<file path="src/rtl/output_arbiter.sv">
`default_nettype none
// ============================================================================
// Module      : output_arbiter
// Description : 2-to-1 round-robin arbiter for one NoC router output link.
//               Both inputs and the output use a 4-phase req/ack handshake.
//               The winning packet is held in a one-entry register while it
//               is forwarded. Per-input grant counters are kept for debug.
// Revision    : 1.0 - initial release
// ============================================================================
module output_arbiter #(
    parameter int WIDTH_packet = 14,
    parameter int CNT_W        = 16
) (
    input  logic                    clk,
    input  logic                    rst_n,
    input  logic                    in0_req,
    input  logic [WIDTH_packet-1:0] in0_data,
    output logic                    in0_ack,
    input  logic                    in1_req,
    input  logic [WIDTH_packet-1:0] in1_data,
    output logic                    in1_ack,
    output logic                    out_req,
    output logic [WIDTH_packet-1:0] out_data,
    input  logic                    out_ack,
    output logic [CNT_W-1:0]        grant_cnt0,
    output logic [CNT_W-1:0]        grant_cnt1
);

    localparam logic [CNT_W-1:0] c_cnt_one = {{(CNT_W-1){1'b0}}, 1'b1};

    // IDLE    : waiting for a request
    // SEND    : out_req high, waiting for out_ack
    // OUT_RTZ : out_req low, waiting for out_ack to return to zero
    // IN_ACK  : in_ack[gnt] high, waiting for the granted sender to drop req
    typedef enum logic [1:0] {
        S_IDLE    = 2'd0,
        S_SEND    = 2'd1,
        S_OUT_RTZ = 2'd2,
        S_IN_ACK  = 2'd3
    } state_t;

    state_t                  r_state;
    state_t                  w_state_nxt;
    logic                    r_prio;
    logic                    w_prio_nxt;
    logic                    r_gnt;
    logic                    w_gnt_nxt;
    logic                    w_win;
    logic                    w_gnt_req;
    logic [WIDTH_packet-1:0] r_data;
    logic [WIDTH_packet-1:0] w_data_nxt;
    logic                    r_out_req;
    logic                    w_out_req_nxt;
    logic [1:0]              r_in_ack;
    logic [1:0]              w_in_ack_nxt;
    logic [CNT_W-1:0]        r_cnt0;
    logic [CNT_W-1:0]        r_cnt1;
    logic [CNT_W-1:0]        w_cnt0_nxt;
    logic [CNT_W-1:0]        w_cnt1_nxt;

    // Request line of the input currently holding the grant.
    always_comb begin
        w_gnt_req = r_gnt ? in1_req : in0_req;
    end

    // Next-state and next-output logic; every output is taken from a register.
    always_comb begin
        w_state_nxt   = r_state;
        w_prio_nxt    = r_prio;
        w_gnt_nxt     = r_gnt;
        w_data_nxt    = r_data;
        w_out_req_nxt = r_out_req;
        w_in_ack_nxt  = r_in_ack;
        w_cnt0_nxt    = r_cnt0;
        w_cnt1_nxt    = r_cnt1;
        w_win         = 1'b0;
        case (r_state)
            S_IDLE: begin
                if (in0_req || in1_req) begin
                    // A tie goes to prio; otherwise the lone requester wins.
                    if (in0_req && in1_req) begin
                        w_win = r_prio;
                    end else begin
                        w_win = in1_req;
                    end
                    w_gnt_nxt     = w_win;
                    w_data_nxt    = w_win ? in1_data : in0_data;
                    w_out_req_nxt = 1'b1;
                    w_state_nxt   = S_SEND;
                end
            end
            S_SEND: begin
                if (out_ack) begin
                    w_out_req_nxt = 1'b0;
                    w_state_nxt   = S_OUT_RTZ;
                end
            end
            S_OUT_RTZ: begin
                if (!out_ack) begin
                    w_in_ack_nxt = r_gnt ? 2'b10 : 2'b01;
                    w_state_nxt  = S_IN_ACK;
                end
            end
            S_IN_ACK: begin
                if (!w_gnt_req) begin
                    // Packet complete: release the sender, hand priority over, count it.
                    w_in_ack_nxt = 2'b00;
                    w_prio_nxt   = ~r_gnt;
                    if (r_gnt) begin
                        w_cnt1_nxt = r_cnt1 + c_cnt_one;
                    end else begin
                        w_cnt0_nxt = r_cnt0 + c_cnt_one;
                    end
                    w_state_nxt = S_IDLE;
                end
            end
            default: begin
                w_state_nxt = S_IDLE;
            end
        endcase
    end

    // State and output registers; reset abandons any packet in flight.
    always_ff @(posedge clk) begin
        if (!rst_n) begin
            r_state   <= S_IDLE;
            r_prio    <= 1'b0;
            r_gnt     <= 1'b0;
            r_data    <= '0;
            r_out_req <= 1'b0;
            r_in_ack  <= 2'b00;
            r_cnt0    <= '0;
            r_cnt1    <= '0;
        end else begin
            r_state   <= w_state_nxt;
            r_prio    <= w_prio_nxt;
            r_gnt     <= w_gnt_nxt;
            r_data    <= w_data_nxt;
            r_out_req <= w_out_req_nxt;
            r_in_ack  <= w_in_ack_nxt;
            r_cnt0    <= w_cnt0_nxt;
            r_cnt1    <= w_cnt1_nxt;
        end
    end

    assign in0_ack    = r_in_ack[0];
    assign in1_ack    = r_in_ack[1];
    assign out_req    = r_out_req;
    assign out_data   = r_data;
    assign grant_cnt0 = r_cnt0;
    assign grant_cnt1 = r_cnt1;

endmodule
`default_nettype wire

</file>
<file path="config.mk">
export PLATFORM = sky130hd
export DESIGN_NAME = output_arbiter
export DESIGN_NICKNAME = d
export VERILOG_FILES = /design/src/rtl/output_arbiter.sv
export SDC_FILE = /design/constraint.sdc
export NUM_CORES = 1
export LEC_CHECK = 0
export CAP_MARGIN = 20
export CORE_UTILIZATION = 46
export DETAILED_ROUTE_END_ITERATION = 10
export PLACE_DENSITY_LB_ADDON = 0.15
export SETUP_SLACK_MARGIN = 0.15
export SLEW_MARGIN = 0
export SYNTH_ARGS = -nofsm -noshare
export SYNTH_HDL_FRONTEND = slang
export SYNTH_SLANG_ARGS = --single-unit
</file>
<file path="constraint.sdc">
create_clock -name clk -period 2.65 [get_ports clk]
set_clock_uncertainty 0.05 [all_clocks]
set_input_delay 0.265 -clock clk [delete_from_list [all_inputs] [get_ports clk]]
set_output_delay 0.265 -clock clk [all_outputs]
set_load 0.02 [all_outputs]
</file>
==> flow_summary.toml <==
[floorplan]
coreArea_um2 = 5140
die_width_um = 75.33
initial_core_util_pct = 48.13
ios = 82
dieArea_um2 = 5675
die_h_um = 75.33
num_rows = 26

[setup_path]
arrival_ns = 2.45
worstSetupEndpointType = "register"
startpoint = "r_state[0]"
r2r-end = "grant_cnt1[14]"
regToRegSetupSlack_ns = 0.39
cpMaxStageDelayCell = "or4b_4"
r2r_start = "r_state[0]"
path_depth = 5
critical_path.endpoint = "grant_cnt1[14]"
path_delay_family = "simple AND/OR/NAND/NOR gates"
cp_num_buf_inv = 0
critPathKind = "reg -> reg"
reg2reg_depth = 5
slowest_delay_ns = 0.50
worstPathCellList = "ha_1 > and4b_1 > or4b_4 > or3_1 > a21oi_1"
start_kind = "register"
cp_max_fo = 10
cp_data_required_time_ns = 2.84

[clock_network]
cts.clk_slew.worst_paths_ns = 0.09
root_buffer = "clkbuf_8"
cts_tree = "done"
cts_max_level = 2
cts_resized = 0
cts.sinks = 53
worstSkewPairLatency_ns = 0.30
hold_buffers = 0
post_cts_buffers = 0
clock_path_buffers = 2
cts_buffers = 5

[logic_synthesis]
synth-simple-area-share_pct = 22.81
synth-edff-count = 0
synth_xor_area_share_pct = 6.019
yosys-mux-area-fraction_pct = 8.548
async_flop_share_pct = 0
synth_top_family_by_area = "simple AND/OR/NAND/NOR gates"
synth_flop_cell = "dfxtp_1"
yosysTopAreaCellShare_pct = 42.89
synth.distinct_cells = 39
seq_area_frac_synth_pct = 42.89
yosysWarnings = 0
synth_compound_area_share_pct = 12.49
syn_area_per_cell_um2 = 8.930
syn_inst = 277
synth_area_leaders = "dfxtp_1 (43%), mux2i_1 (8.1%), nor2_1 (6.8%)"
synth.net_count = 316
yosys-top-cells-count = "dfxtp_1 (53), nor2_1 (45), mux2i_1 (20)"
synthAdderAreaFrac_pct = 3.035
synth_area_um2 = 2474
synth_area_leader_cell = "dfxtp_1"
synth_seq_cells = 53
synth_most_common_cell = "dfxtp_1"

[global_routing]
met3_usage_pct = 5.556
busiest_layer = "met2"
antenna_found_initial = 0
globalRouteMet1Util_pct = 23.08
grt_pass1_wl_um = 8687
overflow = 0
grt_max_degree = 31
grt_pass1_vias = 2021
grtUsageMet2_pct = 35.32
grt_use_total_pct = 19.93

[sta]
tightest_slew_ns = 0.4973
finalCritPeriodShare_pct = 85.25
final-hold-violation-count = 0
rsz0062_at_grt = "no"
relSlewSlack_pct = 66.54
whs_ns = 0.4404
min_period_ns = 2.259
finalMaxSlewViolations = 0
fin_ws_ns = 0.3909
timing.fmax_mhz = 442.7
finalSetupTns_ns = 0
setup_viol = 0

[pwr]
ir_drop_v = 0.0004632
p_sw_share_pct = 33.22
pwr-share-clk_pct = 20.3
p_leak_nw = 1.285
p_int_mw = 1.492
seqPwrFrac_pct = 44.0
netSwitchingPower_uw = 742.1
pwr-share-comb_pct = 35.6
power_density_nw_per_um2 = 651.0

[place]
dp_hpwl_um = 4005
dpl_worst_slack_ns = 0.3552
io_buffers = 81
routabilityCongestion = 0.7743
placedCellCount = 420

[layout]
n_antenna_cell = 0
final-instance-count-excl-fill = 427
final_core_util_pct = 66.77
drive_gt1_share_pct = 5.042
area_growth_syn_to_layout_pct = 38.75
fin_nets = 396

[run]
cap_viol_max_count = 0

[drt]
via_per_inst = 5.232
vias = 2234
drtIter0Drc = 87
ant_nets = 0
wl_um = 5356
wl_per_cell_um = 12.54
route.detailed.drc = 0
firstDrtPassIters = 4

[outcome]
status = "finished, final reports clean"

[min_path]
min_path_type = "reg -> reg"
kinds of logic after synthesis:
kind of cell,after synthesis
compound gates,49
flops,53
mux,21
buf+inv,23
simple gates,108
fa+ha+maj,6
xor+xnor,17
final cells by class:
cell class	instances	area, um2
Clock buffer	7	86.33
Tap cell	70	87.58
Multi-Input combinational cell	201	1311
Timing Repair Buffer	86	848.3
Fill cell	475	1708
Inverter	10	37.54
Sequential cell	53	1061
cell usage in the layout, fill, tap and decap left out, drive strengths merged, types with 2 or more instances in the layout:
cell type,netlist,routed
or3,5,5
clkdlybuf4s50,0,81
o21ai,10,10
nand4,9,9
and2,2,2
nor3,2,2
a21oi,15,15
buf,7,5
o21bai,2,2
inv,10,10
or4,6,6
nand2,12,12
dfxtp,53,53
mux2i,20,20
nor3b,2,2
xor2,10,10
ha,6,6
a211oi,15,15
nand3,12,12
nand2b,2,2
nor4,2,2
nor2,45,45
xnor2,7,7
o31ai,4,4
clkbuf,6,7
and4,2,2
and3,3,3
worst min-delay path: cells and delay by family, from the launching register on:
| kind | cells | cell delay (ns) |
|---|---|---|
| flip-flops | 1 | 0.33 |
| AO/OA/AOI/OAI | 2 | 0.12 |
power groups by stage:
stage	Combinational [mW]	Sequential, mW	Clock [mW]
after global routing	0.874	1.00	0.500
after global placement	0.789	0.994	0
after CTS	0.807	0.985	0.468
after floorplan	0.400	1.09	0
after detailed placement	0.802	1.00	0
final	0.796	0.984	0.454
through the flow:
stage / area, um2 / power, mW
final: 3432 / 2.234
after global routing: 3432 / 2.376
after CTS: 3432 / 2.259
after detailed placement: 3346 / 1.802
after global placement: 3346 / 1.783
after floorplan: 2474 / 1.493
registers in the layout (all words and copies together), names as in the netlist:
signal	flops
grant_cnt0	16
grant_cnt1	16
out_data	14
out_req	1
r_gnt	1
r_in_ack	2
r_prio	1
r_state	2
per-layer routing:
layer	wire length [um]	share of wire, %
met1	2439	46
met2	2553	48
met3	280	5.2
met4	82	1.5
met5	0	0
how the worst min path moves through the flow:
| stage | start | endpoint | cells past startpoint |
|---|---|---|---|
| 6_report | grant_cnt0[15] | grant_cnt0[15] | 2 |
| 5_1_grt | grant_cnt0[15] | grant_cnt0[15] | 2 |
| 4_1_cts | grant_cnt0[15] | grant_cnt0[15] | 2 |
| 3_5_place_dp | grant_cnt0[15] | grant_cnt0[15] | 2 |
| 3_3_place_gp | grant_cnt0[15] | grant_cnt0[15] | 2 |
| 2_1_floorplan | rst_n | r_gnt | 1 |
Power figures use the tool's default switching activity.
